--- src/rtl/turn_lamp_pkg.sv ---
// rtl/turn_lamp_pkg.sv - shared types and constants for the turn-lamp receive monitor
package turn_lamp_pkg;

    typedef enum logic [2:0] {
        ST_IDLE   = 3'd0,
        ST_A      = 3'd1,
        ST_AB     = 3'd2,
        ST_ABC    = 3'd3,
        ST_RESYNC = 3'd4
    } state_t;

    typedef enum logic [2:0] {
        LC_OFF     = 3'd0,
        LC_A       = 3'd1,
        LC_AB      = 3'd2,
        LC_ABC     = 3'd3,
        LC_ILLEGAL = 3'd4
    } lamp_class_t;

    localparam logic [1:0] ERR_ILLEGAL = 2'd0;
    localparam logic [1:0] ERR_BOTH    = 2'd1;
    localparam logic [1:0] ERR_ORDER   = 2'd2;
    localparam logic [1:0] ERR_TIMEOUT = 2'd3;

    localparam logic [2:0] PAT_OFF = 3'b000;
    localparam logic [2:0] PAT_A   = 3'b001;
    localparam logic [2:0] PAT_AB  = 3'b011;
    localparam logic [2:0] PAT_ABC = 3'b111;

endpackage

--- src/rtl/turn_lamp_classify.sv ---
// rtl/turn_lamp_classify.sv - combinational {c,b,a} lamp pattern classifier
module turn_lamp_classify
    import turn_lamp_pkg::*;
(
    input  logic [2:0]  lamps,
    output lamp_class_t cls
);

    always_comb begin
        case (lamps)
            PAT_OFF: cls = LC_OFF;
            PAT_A:   cls = LC_A;
            PAT_AB:  cls = LC_AB;
            PAT_ABC: cls = LC_ABC;
            default: cls = LC_ILLEGAL;
        endcase
    end

endmodule

--- src/rtl/turn_lamp_decoder.sv ---
// rtl/turn_lamp_decoder.sv - turn-signal lamp sequence checker with done counter and sticky error
module turn_lamp_decoder
    import turn_lamp_pkg::*;
#(
    parameter int HOLD_MAX = 1,
    parameter int CNT_W    = 8
) (
    input  logic             clk,
    input  logic             reset,
    input  logic             lc,
    input  logic             lb,
    input  logic             la,
    input  logic             ra,
    input  logic             rb,
    input  logic             rc,
    input  logic             err_clr,
    output logic             active,
    output logic             side_left,
    output logic [1:0]       phase,
    output logic             seq_done,
    output logic [CNT_W-1:0] done_cnt,
    output logic             err,
    output logic [1:0]       err_code
);

    localparam int            HW       = (HOLD_MAX < 2) ? 1 : $clog2(HOLD_MAX + 1);
    localparam logic [HW-1:0] HOLD_LIM = HW'(HOLD_MAX);

    lamp_class_t cls_l, cls_r, lat, oth, cur_cls, nxt_cls;
    state_t      state, state_nx, adv_state;
    logic [HW-1:0] hold_cnt, hold_nx;
    logic        side_nx, viol, done;
    logic [1:0]  code_nx;

    turn_lamp_classify u_cls_l (.lamps({lc, lb, la}), .cls(cls_l));
    turn_lamp_classify u_cls_r (.lamps({rc, rb, ra}), .cls(cls_r));

    always_comb begin
        cur_cls   = LC_OFF;
        nxt_cls   = LC_ILLEGAL;
        adv_state = ST_IDLE;
        case (state)
            ST_A:    begin cur_cls = LC_A;   nxt_cls = LC_AB;  adv_state = ST_AB;  end
            ST_AB:   begin cur_cls = LC_AB;  nxt_cls = LC_ABC; adv_state = ST_ABC; end
            ST_ABC:  cur_cls = LC_ABC;
            default: ;
        endcase
    end

    always_comb begin
        state_nx = state;
        hold_nx  = hold_cnt;
        side_nx  = side_left;
        viol     = 1'b0;
        code_nx  = ERR_ORDER;
        done     = 1'b0;
        lat      = side_left ? cls_l : cls_r;
        oth      = side_left ? cls_r : cls_l;
        if (state == ST_RESYNC) begin
            hold_nx = '0;
            if (cls_l == LC_OFF && cls_r == LC_OFF)
                state_nx = ST_IDLE;
        end else if (cls_l != LC_OFF && cls_r != LC_OFF) begin
            viol    = 1'b1;
            code_nx = ERR_BOTH;
        end else if (cls_l == LC_ILLEGAL || cls_r == LC_ILLEGAL) begin
            viol    = 1'b1;
            code_nx = ERR_ILLEGAL;
        end else if (state == ST_IDLE) begin
            if (cls_l == LC_A) begin
                state_nx = ST_A;
                side_nx  = 1'b1;
                hold_nx  = HW'(1);
            end else if (cls_r == LC_A) begin
                state_nx = ST_A;
                side_nx  = 1'b0;
                hold_nx  = HW'(1);
            end else if (cls_l != LC_OFF || cls_r != LC_OFF) begin
                viol = 1'b1;
            end
        end else if (oth != LC_OFF) begin
            // lamps moved to the other side while the latched side went dark
            viol = 1'b1;
        end else if (lat == cur_cls) begin
            if (hold_cnt >= HOLD_LIM) begin
                viol    = 1'b1;
                code_nx = ERR_TIMEOUT;
            end else begin
                hold_nx = hold_cnt + 1'b1;
            end
        end else if (lat == nxt_cls) begin
            state_nx = adv_state;
            hold_nx  = HW'(1);
        end else if (state == ST_ABC && lat == LC_OFF) begin
            state_nx = ST_IDLE;
            hold_nx  = '0;
            done     = 1'b1;
        end else begin
            viol = 1'b1;
        end
        if (viol) begin
            state_nx = ST_RESYNC;
            hold_nx  = '0;
        end
    end

    always_ff @(posedge clk or negedge reset) begin
        if (!reset) begin
            state     <= ST_IDLE;
            hold_cnt  <= '0;
            side_left <= 1'b0;
            seq_done  <= 1'b0;
            done_cnt  <= '0;
            err       <= 1'b0;
            err_code  <= 2'd0;
        end else begin
            state     <= state_nx;
            hold_cnt  <= hold_nx;
            side_left <= side_nx;
            seq_done  <= done;
            if (done && done_cnt != {CNT_W{1'b1}})
                done_cnt <= done_cnt + 1'b1;
            // first error wins, unless a clear arrives together with the new one
            if (viol) begin
                err <= 1'b1;
                if (!err || err_clr)
                    err_code <= code_nx;
            end else if (err_clr) begin
                err      <= 1'b0;
                err_code <= 2'd0;
            end
        end
    end

    always_comb begin
        active = 1'b0;
        phase  = 2'd0;
        case (state)
            ST_A:    begin active = 1'b1; phase = 2'd1; end
            ST_AB:   begin active = 1'b1; phase = 2'd2; end
            ST_ABC:  begin active = 1'b1; phase = 2'd3; end
            default: ;
        endcase
    end

endmodule

--- config.mk ---
export PLATFORM = sky130hd
export DESIGN_NAME = turn_lamp_decoder
export DESIGN_NICKNAME = d
export VERILOG_FILES = /design/src/rtl/turn_lamp_pkg.sv /design/src/rtl/turn_lamp_classify.sv /design/src/rtl/turn_lamp_decoder.sv
export SDC_FILE = /design/constraint.sdc
export NUM_CORES = 1
export LEC_CHECK = 0
export CAP_MARGIN = 20
export CORE_AREA = 5 5 55 57
export DETAILED_ROUTE_END_ITERATION = 8
export DIE_AREA = 0 0 60 62
export PLACE_DENSITY_LB_ADDON = 0.25
export SYNTH_ARGS = -nofsm -noshare
export SYNTH_HDL_FRONTEND = slang
export SYNTH_SLANG_ARGS = --single-unit
--- constraint.sdc ---
create_clock -name clk -period 2.4 [get_ports clk]
set_input_delay 0.48 -clock clk [delete_from_list [all_inputs] [get_ports clk]]
set_output_delay 0.48 -clock clk [all_outputs]
set_load 0.05 [all_outputs]
==> reports/metrics.yaml <==
status: "finished, final reports clean"
wl_per_cell_um: 14.43
min_path_type: "reg -> reg"
layout_min_cycle_time_ns: 2.337
first_iter_violations: 48
synth_edf_count: 0
first_global_vias: 1176
hold_depth: 1
fp.dieW_um: 60
antenna_found_initial: 0
yosys.area.top_type: "dfrtp_1"
slew-limit-headroom_pct: 49.97
final_util_pct: 68.00
ys.warnings.count: 0
grt_max_degree: 18
yosysMostFrequentCell: "nand2_1"
vias: 1190
worstRegToRegCells: 7
crit_type: "in -> reg"
holdPathEnd: "done_cnt[7]"
nFillCells: 198
rsz0062_at_grt: "true"
skew_ns: 0.008483
hp-start: "done_cnt[7]"
worstPathRequired_ns: 2.59
drv_cap: 0
setup_tns_ns: 0
reg2reg_from: "side_left"
placementRows: 18
netlist_top_cells_count: "18 x nand2_1, 17 x dfrtp_1, 9 x o21ai_0, 9 x xnor2_1, 8 x inv_1"
ant_nets: 0
setup_viol: 0
clk_pin_slew_ns: 0.10
drt_first_pass_iters: 4
grt_first_pass_wirelength_um: 5106
start_kind: "input port"
start_util_pct: 48.51
num_antenna_cells: 0
grt.overflow.total: 0
dieArea_sq_um: 3720
tritoncts: "done"
drc_errors: 0
vdd_drop_max_v: 0.0002482
place_congestion: 0.8459
clock_latency_ns: 0.29
synth_cell_types: 42
totalWireLength_um: 3044
end_kind: "flop"
port-buffer-count: 24
synth.avg_cell_area_sq_um: 8.805
finalNetCount: 192
synth_top_area_share_pct: 36.06
place_hpwl_um: 2491
drv_slew: 0
io_pins: 25
hold_buffers: 0
final.period_utilization_pct: 97.37
r2r-end: "hold_cnt"
r2r_setup_slack_ns: 0.30
synth_flop_cell: "dfrtp_1"
leakagePower_uw: 0.0007625
grt_usage_pct: 18.19
core_sq_um: 2432
cts_buffers: 3
synthCells: 134
syn_area_sq_um: 1180
p_per_area_nw_per_um2: 329.0
tightestPinTransition_ns: 0.7481
worstPathArrival_ns: 2.52
cp_max_fo: 6
cts_sinks: 17
die_y_um: 62
yosysSeqAreaShare_pct: 36.06
synth_area_leaders: "dfrtp_1 36%, xnor2_1 6.7%, nand2_1 5.7%"
via_per_inst: 5.640
hold_viol_final: 0
fmax_mhz: 427.9
drive_above_1_share_pct: 22.10
root_buffer: "clkbuf_4"
area_growth_pct: 40.19
synth.net_count: 144
ys_ff_latch: 17
cts_buffer_depth: 2
ys_async_sr_fraction_pct: 100.0
h-tree-depth: 1
==> per-stage QoR <==
stage / setup WS, ns / hold slack (ns) / instance area [sq um] / cells / total power [uW]
2_1_floorplan: 0.03348 / 0.1844 / 1180 / 134 / 337.0
3_3_place_gp: -0.2729 / 0.4840 / 1599 / 206 / 394.1
3_5_place_dp: -0.4200 / 0.4991 / 1599 / 206 / 396.3
4_1_cts: 0.007760 / 0.5183 / 1644 / 211 / 547.4
5_1_grt: -0.04164 / 0.5365 / 1654 / 211 / 569.0
6_report: 0.06317 / 0.5175 / 1654 / 211 / 544.2
==> logic make-up (layout without fill, tap and decap cells) <==
family | count (synthesis) | after routing | synth area share (%)
and+or+nand+nor | 56 | 56 | 26.09
muxes | 4 | 4 | 3.500
adders and majority gates | 1 | 1 | 1.060
DFF | 17 | 17 | 36.06
buffers and inverters | 14 | 61 | 5.408
xor gates and xnor gates | 12 | 12 | 8.909
AOI/OAI and AO/OA | 30 | 30 | 18.98
==> cell type report <==
cell class / instances / area [sq um] / area share [%]
multi-input cells: 103 / 700.7 / 42.36
repair buffers: 49 / 432.9 / 26.17
flip-flops and latches: 17 / 425.4 / 25.72
well taps: 30 / 37.54 / 2.269
inverters: 8 / 30.03 / 1.815
clock buffers: 3 / 22.52 / 1.362
clock inverters: 1 / 5.005 / 0.3026
==> cell usage in the layout, fill, tap and decap left out, types with 2 or more instances in the layout <==
cell type	n
nand3_1	4
and3_1	4
or3_1	3
o21ai_0	8
mux2i_1	3
inv_1	8
nand2_1	18
a22oi_1	2
nand3b_1	2
xnor2_1	9
a31oi_1	2
nand2b_1	5
a21oi_1	3
o21a_1	2
nor2_1	7
xor2_1	3
dfrtp_1	17
nand4_1	3
clkdlybuf4s50_1	18
buf_4	27
clkbuf_4	3
dlymetal6s2s_1	4
==> power breakdown <==
group	switching [uW]	internal (uW)
sequential	1.36	287
clock	90.9	61.9
combinational	49.2	53.8
total	142	403
==> state kept, by name, indices dropped and copies added (netlist names) <==
signal and count:
hold_cnt 1, err 1, side_left 1, seq_done 1, state 3, done_cnt 8, err_code 2
==> worst max-delay path, cell delays in order <==
cell and delay (ns):
clkdlybuf4s50_1 0.45, or3_1 0.41, mux2i_1 0.17, a21boi_4 0.22, and3_4 0.20, and4_4 0.26
mux2_2 0.33
==> worst max path at each step <==
stage | to | depth (start not counted) | from
3_5_place_dp | err_code[1] | 9 | lb
2_1_floorplan | err_code[1] | 8 | side_left
5_1_grt | hold_cnt | 10 | lc
4_1_cts | hold_cnt | 9 | rc
6_report | done_cnt[1] | 7 | ra
3_3_place_gp | done_cnt[1] | 7 | lb
==> layer usage <==
metal  GRT usage [%]  vias up  share of wire, %
met2           32.56       53                53
met1           21.91      557                39
met3           2.066        6               6.2
met5               0        -                 0
met4           8.228        0               1.7
li1                -      574                 -
==> repair_timing <==
item / 4_1_cts / 5_1_grt
setup endpoints to repair: 5 / 10
gates resized for setup: 3 / 5
buffers inserted: 1 / 0
pin swaps: 1 / 2
No activity file was read; power rests on OpenSTA's default activity.
==> RTL edit (same flow settings) <==
Encoding of `state_t`: now one-hot (5 bits for 5 states).
--- a/src/rtl/turn_lamp_pkg.sv
+++ b/src/rtl/turn_lamp_pkg.sv
@@ -1,12 +1,12 @@
 // rtl/turn_lamp_pkg.sv - shared types and constants for the turn-lamp receive monitor
 package turn_lamp_pkg;
 
-    typedef enum logic [2:0] {
-        ST_IDLE   = 3'd0,
-        ST_A      = 3'd1,
-        ST_AB     = 3'd2,
-        ST_ABC    = 3'd3,
-        ST_RESYNC = 3'd4
+    typedef enum logic [4:0] {
+        ST_IDLE   = 5'b00001,
+        ST_A      = 5'b00010,
+        ST_AB     = 5'b00100,
+        ST_ABC    = 5'b01000,
+        ST_RESYNC = 5'b10000
     } state_t;
 
     typedef enum logic [2:0] {
Formal check against the unedited RTL: same outputs for any inputs over 4 cycles, from zero or initial values and one cycle with reset low; so few cycles prove little.
==> RTL edit against the unedited design <==
- count of clock-buffer cells in the layout increased by 1
- area after synthesis increased by 26%
- sequential cell count increased by 2
- power increased by 130%
- worst setup slack improved by 0.046 ns
- sequential share of layout area decreased by 1.9 points
- wire length increased by 37%
- final area increased by 21%
- largest power group is now combinational cells
==> RTL edit: results (changes against the unedited design) <==
| Metric | Value |
|---|---|
| Clock network area share | `0.0131 (-0.00352)` |
| Initial DRC Count | `106 (+120%)` |
| Multi-input combinational area share | `0.491 (+0.0677)` |
| Fin Clk Skew | `0.00504 ns (-0.00344 ns)` |
| Largest net degree at the start of global routing | `20 (+2)` |
| Met3 Track Usage GR | `0.0579 (+0.0372)` |
| Seq pwr | `450 uW (+56%)` |
| XOR/XNOR share of the synthesized area | `0.0878 (-0.00131)` |
| Drt via density | `6.26 (+11%)` |
| Reg2Reg Launch Point | `state[1]$_DFFE_PN0P_` |
| Vias in the first global route | `1440 (+22%)` |
| Syn nets | `170 (+18%)` |
| Resized Gates After CTS | `0 (-3)` |
| Multi-input combinational cell count | `130 (+26%)` |
| Placer Congestion | `1.01 (+20%)` |
| R2r setup slk | `0.11 ns (-0.19 ns)` |
| Outcome | `finished clean` |
| WL met1 | `1710 um (+43%)` |
| Met1 usage | `0.276 (+0.0569)` |
| Area contributors post-synth | `dfrtp_1 (30%), xor2_1 (4.7%), nand2_1 (4.3%)` |
| Dpl cell area | `1930 sq um (+20%)` |
| Worst hold path type | `in -> async` |
| Fill count | `141 (-29%)` |
| Switch share | `0.438 (+0.178)` |
| Flop pwr share | `0.353 (-0.177)` |
| Global-route wire length before repair | `6300 um (+23%)` |
| Clk_buf instances | `4 (+1)` |
| Adder-cell share of the synthesized area | `0.00844 (-0.00217)` |
| Max incr delay on CP | `0.50 ns (+0.05 ns)` |
| Combinational cell fraction of total power | `0.522 (+0.333)` |
| VDD IR max | `0.671 mV (+170%)` |
| DR WL met3 | `268 um (+42%)` |
| Top delay family on crit path | `compound AO/OA/AOI/OAI gates` |
| Initial antenna violation count | `1 (+1)` |
| Minimum clock period | `2.29 ns (-0.0456 ns)` |
| Buffering overhead | `0.226 (-0.0355)` |
| Cell variety after synth | `58 (+38%)` |
| Largest registers | `done_cnt x8, state x5, err_code x2` |
| Non-Clock Inverter Count | `6 (-2)` |
| Post-synthesis compound-gate area fraction | `0.226 (+0.0363)` |
RTL edit: logic make-up (layout without fill, tap and decap cells):
logic type	Yosys count	count (layout)
and+or+nand+nor	76	76
AOI/OAI and AO/OA	36	36
DFF	19	19
xor gates and xnor gates	14	14
buffers and inverters	11	58
muxes	3	3
adders and majority gates	1	1
other	0	1
RTL edit: worst min-delay path by stage:
stage | from | to | cells past startpoint
finish | reset | side_left$_DFFE_PN0P_ | 2
global route | reset | done_cnt[7]$_DFFE_PN0P_ | 2
CTS | reset | side_left$_DFFE_PN0P_ | 2
detailed placement | done_cnt[7]$_DFFE_PN0P_ | done_cnt[7]$_DFFE_PN0P_ | 1
global placement | done_cnt[7]$_DFFE_PN0P_ | done_cnt[7]$_DFFE_PN0P_ | 1
floorplan | reset | done_cnt[0]$_DFFE_PN0P_ | 0
RTL edit: through the flow:
stage          TNS [ns]  cells
2_1_floorplan         0    160
3_3_place_gp      -1.74    233
3_5_place_dp      -3.70    233
4_1_cts               0    237
5_1_grt               0    238
6_report              0    238
